`src/rtl/cricket_score_engine.sv`:
```
// Two-innings T20 scoring FSM feeding the seven-segment display stage.
// Optional free-hit rule is compiled in with the FREE_HIT_EN macro.
module cricket_score_engine #(
  parameter int OVERS          = 20,
  parameter int BALLS_PER_OVER = 6,
  parameter int MAX_WICKETS    = 10
) (
  input  logic       clk_fpga,
  input  logic       reset_n,
  input  logic       start,
  input  logic       ball_valid,
  input  logic [2:0] ball_runs,
  input  logic       ball_wicket,
  input  logic       ball_extra,
  output logic [7:0] binaryruns,
  output logic [3:0] binarywickets,
  output logic [7:0] balls_bowled,
  output logic [8:0] target,
  output logic       inningOver,
  output logic       gameOver,
  output logic       winner,
  output logic       tie
);

  // state | meaning
  // IDLE  | waiting for start, everything cleared
  // INN1  | team 1 batting
  // BREAK | innings break, target shown
  // INN2  | team 2 chasing
  // DONE  | result locked until start
  typedef enum logic [2:0] {IDLE, INN1, BREAK, INN2, DONE} state_t;

  localparam int BALL_LIMIT = OVERS * BALLS_PER_OVER;

  state_t     state;
  logic [8:0] run_sum;
  logic [7:0] runs_next;
  logic [7:0] balls_next;
  logic [3:0] wickets_next;
  logic       legal;
  logic       wk_hit;
  logic       inn_end;
  logic       chase;
  logic       level;
  logic       in_play;
  logic       innings_done;

`ifdef FREE_HIT_EN
  logic free_hit;
  assign wk_hit = legal & ball_wicket & ~free_hit;
`else
  assign wk_hit = legal & ball_wicket;
`endif

  always_comb begin
    legal        = ~ball_extra;
    run_sum      = {1'b0, binaryruns} + {8'd0, ball_extra} + {6'd0, ball_runs};
    runs_next    = run_sum[8] ? 8'hFF : run_sum[7:0];
    balls_next   = balls_bowled + {7'd0, legal};
    wickets_next = binarywickets + {3'd0, wk_hit};
    inn_end      = (wickets_next == 4'(MAX_WICKETS)) || (balls_next == 8'(BALL_LIMIT));
    chase        = {1'b0, runs_next} >= target;
    level        = ({1'b0, runs_next} + 9'd1) == target;
    in_play      = (state == INN1) || (state == INN2);
    innings_done = inn_end || ((state == INN2) && chase);
  end

`ifdef FREE_HIT_EN
  // An extra arms the free hit; the next legal ball consumes it.
  always_ff @(posedge clk_fpga or negedge reset_n) begin
    if (!reset_n)                                    free_hit <= 1'b0;
    else if (!in_play)                               free_hit <= 1'b0;
    else if (ball_valid && innings_done)             free_hit <= 1'b0;
    else if (ball_valid && !start)                   free_hit <= ball_extra;
    else if (ball_valid)                             free_hit <= ball_extra;
  end
`endif

  always_ff @(posedge clk_fpga or negedge reset_n) begin
    if (!reset_n) begin
      state         <= IDLE;
      binaryruns    <= 8'd0;
      binarywickets <= 4'd0;
      balls_bowled  <= 8'd0;
      target        <= 9'd0;
      inningOver    <= 1'b0;
      gameOver      <= 1'b0;
      winner        <= 1'b0;
      tie           <= 1'b0;
    end else begin
      case (state)
        IDLE: if (start) begin
          state         <= INN1;
          binaryruns    <= 8'd0;
          binarywickets <= 4'd0;
          balls_bowled  <= 8'd0;
          target        <= 9'd0;
        end
        INN1: if (ball_valid) begin
          binaryruns    <= runs_next;
          binarywickets <= wickets_next;
          balls_bowled  <= balls_next;
          if (inn_end) begin
            state      <= BREAK;
            inningOver <= 1'b1;
            target     <= {1'b0, runs_next} + 9'd1;
          end
        end
        BREAK: if (start) begin
          state         <= INN2;
          inningOver    <= 1'b0;
          binaryruns    <= 8'd0;
          binarywickets <= 4'd0;
          balls_bowled  <= 8'd0;
        end
        INN2: if (ball_valid) begin
          binaryruns    <= runs_next;
          binarywickets <= wickets_next;
          balls_bowled  <= balls_next;
          if (chase || inn_end) begin
            state    <= DONE;
            gameOver <= 1'b1;
            winner   <= chase;
            tie      <= ~chase & level;
          end
        end
        DONE: if (start) begin
          state         <= IDLE;
          binaryruns    <= 8'd0;
          binarywickets <= 4'd0;
          balls_bowled  <= 8'd0;
          target        <= 9'd0;
          gameOver      <= 1'b0;
          winner        <= 1'b0;
          tie           <= 1'b0;
        end
        default: state <= IDLE;
      endcase
    end
  end

endmodule

```
`config.mk`:
```
export PLATFORM = sky130hd
export DESIGN_NAME = cricket_score_engine
export DESIGN_NICKNAME = d
export VERILOG_FILES = /design/src/rtl/cricket_score_engine.sv
export SDC_FILE = /design/constraint.sdc
export NUM_CORES = 1
export LEC_CHECK = 0
export CAP_MARGIN = 20
export CORE_MARGIN = 2
export CORE_UTILIZATION = 55
export CTS_BUF_LIST = sky130_fd_sc_hd__clkbuf_8
export DETAILED_ROUTE_END_ITERATION = 10
export PLACE_DENSITY = 0.81
export SKIP_LAST_GASP = 1
export SYNTH_ARGS = -nofsm -noshare
export SYNTH_HDL_FRONTEND = slang
export SYNTH_SLANG_ARGS = --single-unit
```
`constraint.sdc`:
```
create_clock -name clk_fpga -period 5.4 [get_ports clk_fpga]
set_input_delay 1.08 -clock clk_fpga [delete_from_list [all_inputs] [get_ports clk_fpga]]
set_output_delay 1.08 -clock clk_fpga [all_outputs]
set_load 0.005 [all_outputs]
```
# After elaboration in Yosys (flattened, before gate mapping)
# Index checks and enable logic that the tools add are counted.
[word_totals]
reg_bits = 36
wordCells = 85
out_inout_bits = 33
in_bits = 9
[op_classes]
add_sub_neg = 5
order_cmp = 1
n_bitwise = 4
n_mux = 34
eq_ne = 17
reduce_logical = 15
[ops]
columns = ["op", "count"]
rows = [
  ["8-bit 2-to-1 mux", 4],
  ["8-bit one-hot mux with 2 select lines", 2],
  ["9-bit 2-to-1 mux", 3],
  ["3-bit 2-to-1 mux", 7],
  ["9-bit one-hot mux with 2 select lines", 1],
  ["3-bit one-hot mux with 5 select lines", 1],
  ["2-bit != test, second input constant", 6],
  ["4-bit AND reduction", 3],
  ["8-bit by 1-bit adder with 9-bit output", 1],
  ["8-bit by 1-bit adder with 9-bit output, second input constant", 1],
  ["9-bit by 3-bit adder with 9-bit output", 1],
  ["9-bit == test", 1],
  ["8-bit by 9-bit greater-or-equal comparator with 1-bit output", 1],
  ["1-bit 2-to-1 mux", 9],
  ["8-bit by 1-bit adder with 8-bit output", 1],
  ["8-bit by 7-bit == test with 1-bit output, second input constant", 1],
  ["4-bit 2-to-1 mux", 2],
  ["2-bit by 1-bit != test with 1-bit output, second input constant", 4],
  ["1-bit one-hot mux with 2 select lines", 4],
  ["4-bit one-hot mux with 2 select lines", 1],
  ["2-bit nonzero test", 4],
  ["7-bit AND reduction", 1],
  ["3-bit by 2-bit == test with 1-bit output, second input constant", 2],
  ["4-bit by 1-bit adder with 4-bit output", 1],
  ["10 further kinds", 14],
]

# Longest topological paths before layout
[depth]
ltp_word = 9
mapped_depth = 14

# Worst setup path before layout
# No wires, ideal clock.
[synth_path]
path_type = "input -> register"
start = "input ball_runs[0]"
end = "register tie"
path_stages = 13
arrival_ns = 4.395
setup_slack_ns = 0.882
path_cell_list = "fa_1 -> fa_1 -> a21oi_1 -> nor2_1 -> mux2i_1 -> inv_1 -> ha_1 -> and3_1 -> a31oi_1 -> or4_1 -> and4_1 -> a31oi_1 -> a21oi_2"
[synth_between]
elab_chain_cells = 8
elab_cells_between_ends = 13
[synth_lines]
columns = ["element", "line", "rtl"]
rows = [
  ["from (decl)", "12", "input logic [2:0] ball_runs,"],
  ["9-bit by 3-bit adder with 9-bit output *", "57", "run_sum = {1'b0, binaryruns} + {8'd0, ball_extra} + {6'd0, ball_runs};"],
  ["8-bit 2-to-1 mux *", "58", "runs_next = run_sum[8] ? 8'hFF : run_sum[7:0];"],
  ["8-bit by 1-bit adder with 9-bit output or 8-bit by 9-bit greater-or-equal comparator with 1-bit output (tied branches)", "63, 62", ""],
  ["9-bit == test or 1-bit NOT (tied branches)", "63, 124", ""],
  ["1-bit bitwise AND", "124", "tie <= ~chase & level;"],
  ["1-bit 2-to-1 mux", "120", "if (chase || inn_end) begin"],
  ["1-bit 2-to-1 mux", "116", "INN2: if (ball_valid) begin"],
  ["1-bit one-hot mux with 2 select lines", "91", "case (state)"],
  ["to (signal assigned)", "124", ""],
  ["to (decl)", "22", "output logic tie"],
]
# Every way passes the cells marked *; elsewhere a longest branch is shown, timed or not. The select of a mux whose other input is x is not followed.
# A chain may end at the register's enable or synchronous reset.

# Final worst setup path
[layout_path]
start = "input ball_extra"
end = "register tie"
[layout_between]
elab_chain_cells = 9
elab_cells_between_ends = 21
[layout_lines]
columns = ["element", "line", "rtl"]
rows = [
  ["from (decl)", "14", "input logic ball_extra,"],
  ["8-bit by 1-bit adder with 9-bit output", "57", ""],
  ["9-bit by 3-bit adder with 9-bit output", "57", ""],
  ["8-bit 2-to-1 mux", "58", ""],
  ["8-bit by 1-bit adder with 9-bit output or 8-bit by 9-bit greater-or-equal comparator with 1-bit output (tied branches)", "63, 62", ""],
  ["9-bit == test or 1-bit NOT (tied branches)", "63, 124", ""],
  ["1-bit bitwise AND", "124", ""],
  ["1-bit 2-to-1 mux", "120", ""],
  ["1-bit 2-to-1 mux", "116", ""],
  ["1-bit one-hot mux with 2 select lines", "91", ""],
]
# Parallel ways exist; a longest one is shown, timed or not. The select of a mux whose other input is x is not followed.

==> impl_metrics.xml <==
<?xml version="1.0" encoding="UTF-8"?>
<metrics>
  <group name="logic_synthesis">
    <metric name="synth_sequential_area_ratio" unit="%">32.9</metric>
    <metric name="synth_edf_count" unit="">0</metric>
    <metric name="syn_warnings" unit="">0</metric>
    <metric name="synth-async-reset-ratio" unit="%">100</metric>
    <metric name="syn-mean-instance-area" unit="sq um">9.35</metric>
    <metric name="main_synth_ff_type" unit="">sky130_fd_sc_hd__dfrtp_1</metric>
    <metric name="synth_cell_types" unit="">70</metric>
    <metric name="postSynthRegisterBits" unit="">36</metric>
    <metric name="synth_area" unit="sq mm">0.00274</metric>
    <metric name="synth.top_cells.by_area" unit="">sky130_fd_sc_hd__dfrtp_1 33%, sky130_fd_sc_hd__ha_1 6.8%, sky130_fd_sc_hd__o21ai_0 4.7%, sky130_fd_sc_hd__mux2i_1 2.9%, sky130_fd_sc_hd__a22o_1 2.9%</metric>
    <metric name="synth.largest_area_cell" unit="">sky130_fd_sc_hd__dfrtp_1</metric>
    <metric name="netlist.area_leader.share" unit="%">32.9</metric>
    <metric name="synth_cells" unit="">293</metric>
    <metric name="syn_nets" unit="">319</metric>
  </group>
  <group name="timing">
    <metric name="finalSetupTns" unit="ns">0</metric>
    <metric name="final-max-slew-violation-count" unit="">0</metric>
    <metric name="min_period" unit="ns">4.89</metric>
    <metric name="setup_violations" unit="">0</metric>
    <metric name="max-slew-margin-rel" unit="%">39.3</metric>
    <metric name="timing.final.hold_violations" unit="">0</metric>
    <metric name="timing_worst_slew_pin_value" unit="ns">0.910</metric>
    <metric name="final.period_utilization" unit="%">90.6</metric>
    <metric name="clock_skew" unit="ns">0.00590</metric>
    <metric name="rsz0062_at_grt" unit="">no</metric>
    <metric name="max_freq" unit="MHz">204</metric>
  </group>
  <group name="power_and_ir_drop">
    <metric name="leakage_component_of_the_power" unit="nW">1.37</metric>
    <metric name="vdd_ir_drop_max" unit="mV">0.335</metric>
    <metric name="power_density" unit="mW/mm^2">488</metric>
    <metric name="switchingPower" unit="mW">0.694</metric>
    <metric name="combinational_fraction_of_design_power" unit="%">59.5</metric>
    <metric name="power.share.clock" unit="%">15.0</metric>
    <metric name="power_switching_share" unit="%">42.9</metric>
    <metric name="fin_total_pwr" unit="mW">1.62</metric>
    <metric name="cellInternalPower" unit="mW">0.925</metric>
    <metric name="seq_power_share" unit="%">25.5</metric>
  </group>
  <group name="cells_and_area">
    <metric name="antenna_diodes" unit="">0</metric>
    <metric name="area_growth" unit="%">20.9</metric>
    <metric name="finalInstanceArea" unit="sq mm">0.00331</metric>
    <metric name="drive_above_1_share" unit="%">10.1</metric>
    <metric name="final_cell_count_no_fill" unit="">403</metric>
    <metric name="final_nets" unit="">361</metric>
    <metric name="final_common_cell" unit="">sky130_fd_sc_hd__clkdlybuf4s50_1</metric>
    <metric name="most-common-layout-cells" unit="">40 x sky130_fd_sc_hd__clkdlybuf4s50_1, 36 x sky130_fd_sc_hd__dfrtp_1, 26 x sky130_fd_sc_hd__o21ai_0</metric>
  </group>
  <group name="job">
    <metric name="cap_violations" unit="">0</metric>
  </group>
  <group name="global_routing">
    <metric name="grt_antenna_before_repair" unit="">0</metric>
    <metric name="grt_start_max_net_pins" unit="">37</metric>
    <metric name="gr-usage-all-layers" unit="%">27.1</metric>
    <metric name="grt_pass1_vias" unit="">2332</metric>
    <metric name="grt_first_pass_wirelength" unit="um">11500</metric>
    <metric name="gr-total-overflow" unit="">0</metric>
  </group>
  <group name="clock_tree">
    <metric name="cts_buffer_depth" unit="">2</metric>
    <metric name="worstSkewPairLatency" unit="ns">0.29</metric>
    <metric name="hold_buffers" unit="">0</metric>
    <metric name="ctsHtreeMaxLevel" unit="">2</metric>
    <metric name="numCtsBuffers" unit="">5</metric>
    <metric name="clkTransAtPathRegs" unit="ns">0.07</metric>
    <metric name="ctsResizeCount" unit="">0</metric>
    <metric name="cts_post_setup_buffers_inserted" unit="">0</metric>
    <metric name="cell_chosen_for_the_clock_root" unit="">sky130_fd_sc_hd__clkbuf_8</metric>
    <metric name="clkSinkCount" unit="">36</metric>
    <metric name="cts_tree" unit="">yes</metric>
  </group>
  <group name="floorplan">
    <metric name="core.rowCount" unit="">25</metric>
    <metric name="die-area" unit="sq mm">0.00556</metric>
    <metric name="floorplan.core_area" unit="sq mm">0.00475</metric>
    <metric name="floorplan.initialDensity" unit="%">57.6</metric>
    <metric name="die_w" unit="um">74.6</metric>
    <metric name="vertical_extent_of_the_die" unit="um">74.6</metric>
    <metric name="pin_count" unit="">42</metric>
  </group>
  <group name="critical_path">
    <metric name="reg2reg_to" unit="">tie</metric>
    <metric name="timing.critical_path.to_type" unit="">flip-flop</metric>
    <metric name="critPathMaxFanout" unit="">6</metric>
    <metric name="timing.reg2reg.worst_path_depth" unit="">13</metric>
    <metric name="cp_data_required_time" unit="ns">5.58</metric>
    <metric name="setup.worst_path.start_class" unit="">input port</metric>
    <metric name="cp_data_arrival_time" unit="ns">5.07</metric>
    <metric name="worstReg2RegStart" unit="">binaryruns[0]</metric>
    <metric name="setup_slack_reg_to_reg" unit="ns">1.37</metric>
    <metric name="criticalPathCategory" unit="">input port to flip-flop</metric>
  </group>
  <group name="placement">
    <metric name="placed_inst_area" unit="sq mm">0.00320</metric>
    <metric name="io_buffer_count" unit="">41</metric>
    <metric name="post-place-cells" unit="">395</metric>
    <metric name="dp_hpwl" unit="um">5100</metric>
    <metric name="gp_congestion" unit="">0.937</metric>
  </group>
  <group name="detailed_routing">
    <metric name="vias" unit="">2481</metric>
    <metric name="detail_route.vias_per_cell" unit="">6.16</metric>
    <metric name="route.detailed.wl_per_inst" unit="um">17.1</metric>
    <metric name="drc" unit="">0</metric>
    <metric name="route.antenna.remaining_nets" unit="">0</metric>
    <metric name="drt-pass1-iter-count" unit="">4</metric>
    <metric name="drtIter0Drc" unit="">218</metric>
    <metric name="wirelength" unit="um">6890</metric>
  </group>
  <group name="min_path">
    <metric name="hold_path.class" unit="">flip-flop to flip-flop</metric>
    <metric name="holdPathEnd" unit="">winner</metric>
    <metric name="worstHoldPathCells" unit="">2</metric>
    <metric name="hold_crit_start" unit="">winner</metric>
  </group>
  <group name="status">
    <metric name="status" unit="">finished clean</metric>
  </group>
</metrics>
-- metal layers --
| metal | vias to the layer above | wire length [um] | track usage, % |
|---|---|---|---|
| li1 | 1203 | - | - |
| met1 | 1182 | 3140 | 38.7 |
| met2 | 87 | 3200 | 42.6 |
| met3 | 9 | 456 | 3.39 |
| met4 | 0 | 90 | 9.52 |
| met5 | - | 0 | 0 |
-- cell type report --
| type | instances | area, sq um |
|---|---|---|
| clock buffers | 5 | 68.8 |
| flip-flops and latches | 36 | 901 |
| clock inverters | 3 | 42.5 |
| fillers | 400 | 1440 |
| repair buffers | 46 | 443 |
| inverters | 14 | 52.6 |
| well taps | 67 | 83.8 |
| multi-input cells | 232 | 1720 |
-- flip-flops by register name, summed over array words and instances, names as in the netlist --
name and flops:
balls_bowled 8, binaryruns 8, binarywickets 4, gameOver 1, inningOver 1, state 3, target 9, tie 1
winner 1
-- kinds of logic after synthesis --
| logic type | after synthesis | share of synthesized area (%) |
|---|---|---|
| XOR/XNOR | 11 | 4.79 |
| multiplexers | 13 | 4.98 |
| AO/OA/AOI/OAI | 95 | 25.0 |
| AND/OR/NAND/NOR | 96 | 19.6 |
| buffers and inverters | 25 | 4.43 |
| adder cells (fa/ha/maj) | 17 | 8.31 |
| flip-flops | 36 | 32.9 |
-- worst max path at each step --
stage / from / to / slack (ns)
6_report: ball_extra / tie / 0.51
5_1_grt: ball_extra / tie / 0.28
4_1_cts: ball_extra / tie / 0.51
3_5_place_dp: ball_extra / tie / 0.19
3_3_place_gp: ball_extra / tie / 0.34
2_1_floorplan: ball_runs[0] / tie / 0.88
-- worst max-delay path, stage by stage --
cell and delay (ns):
sky130_fd_sc_hd__clkdlybuf4s50_1 0.46, sky130_fd_sc_hd__fa_1 0.50, sky130_fd_sc_hd__fa_1 0.54, sky130_fd_sc_hd__a21oi_1 0.32, sky130_fd_sc_hd__nor2_1 0.10, sky130_fd_sc_hd__mux2i_1 0.22, sky130_fd_sc_hd__inv_1 0.13, sky130_fd_sc_hd__ha_1 0.34
sky130_fd_sc_hd__and3_1 0.17, sky130_fd_sc_hd__a31oi_1 0.11, sky130_fd_sc_hd__or4_1 0.57, sky130_fd_sc_hd__and4_1 0.25, sky130_fd_sc_hd__a31oi_1 0.20, sky130_fd_sc_hd__a21oi_2 0.08
-- stage by stage --
stage,hold slack [ns],util [%],worst slack [ns]
4_1_cts,0.523,69.7,0.506
3_3_place_gp,0.498,67.3,0.344
6_report,0.520,69.7,0.507
3_5_place_dp,0.500,67.3,0.192
2_1_floorplan,0.490,-,0.882
5_1_grt,0.554,69.7,0.280
-- power groups by stage --
stage               clock network (mW)  registers, mW  logic [mW]
floorplan                            0          0.392       0.692
global placement                     0          0.415       0.947
detailed placement                   0          0.416       0.959
CTS                              0.247          0.411       0.964
global route                     0.259          0.424        1.07
finish                           0.243          0.412       0.963
-- synthesized netlist by cell type, types with 2 or more instances --
| master | instances |
|---|---|
| sky130_fd_sc_hd__dfrtp_1 | 36 |
| sky130_fd_sc_hd__o21ai_0 | 26 |
| sky130_fd_sc_hd__nand2_1 | 20 |
| sky130_fd_sc_hd__nor2_1 | 20 |
| sky130_fd_sc_hd__ha_1 | 15 |
| sky130_fd_sc_hd__inv_1 | 13 |
| sky130_fd_sc_hd__a21oi_1 | 12 |
| sky130_fd_sc_hd__nand3_1 | 12 |
| sky130_fd_sc_hd__a22o_1 | 9 |
| sky130_fd_sc_hd__a31oi_1 | 8 |
| sky130_fd_sc_hd__mux2i_1 | 8 |
| sky130_fd_sc_hd__and3_1 | 6 |
| sky130_fd_sc_hd__a21o_1 | 5 |
| sky130_fd_sc_hd__clkbuf_1 | 5 |
| sky130_fd_sc_hd__mux2_2 | 5 |
| sky130_fd_sc_hd__a211oi_1 | 4 |
| sky130_fd_sc_hd__nand4_1 | 4 |
| sky130_fd_sc_hd__nor2b_1 | 4 |
| sky130_fd_sc_hd__nor3_1 | 4 |
| sky130_fd_sc_hd__o211ai_1 | 4 |
| sky130_fd_sc_hd__xnor2_1 | 4 |
| sky130_fd_sc_hd__xor2_1 | 4 |
| sky130_fd_sc_hd__and4_1 | 3 |
| sky130_fd_sc_hd__buf_6 | 3 |
| sky130_fd_sc_hd__nor3b_1 | 3 |
| sky130_fd_sc_hd__nor4_1 | 3 |
| sky130_fd_sc_hd__o31ai_1 | 3 |
| sky130_fd_sc_hd__a22oi_1 | 2 |
| sky130_fd_sc_hd__fa_1 | 2 |
| sky130_fd_sc_hd__nand2b_1 | 2 |
| sky130_fd_sc_hd__nor4b_2 | 2 |
| sky130_fd_sc_hd__o21a_1 | 2 |
| sky130_fd_sc_hd__or3_1 | 2 |
| sky130_fd_sc_hd__xnor3_1 | 2 |
Note: power is estimated with default switching activity, not from simulation.
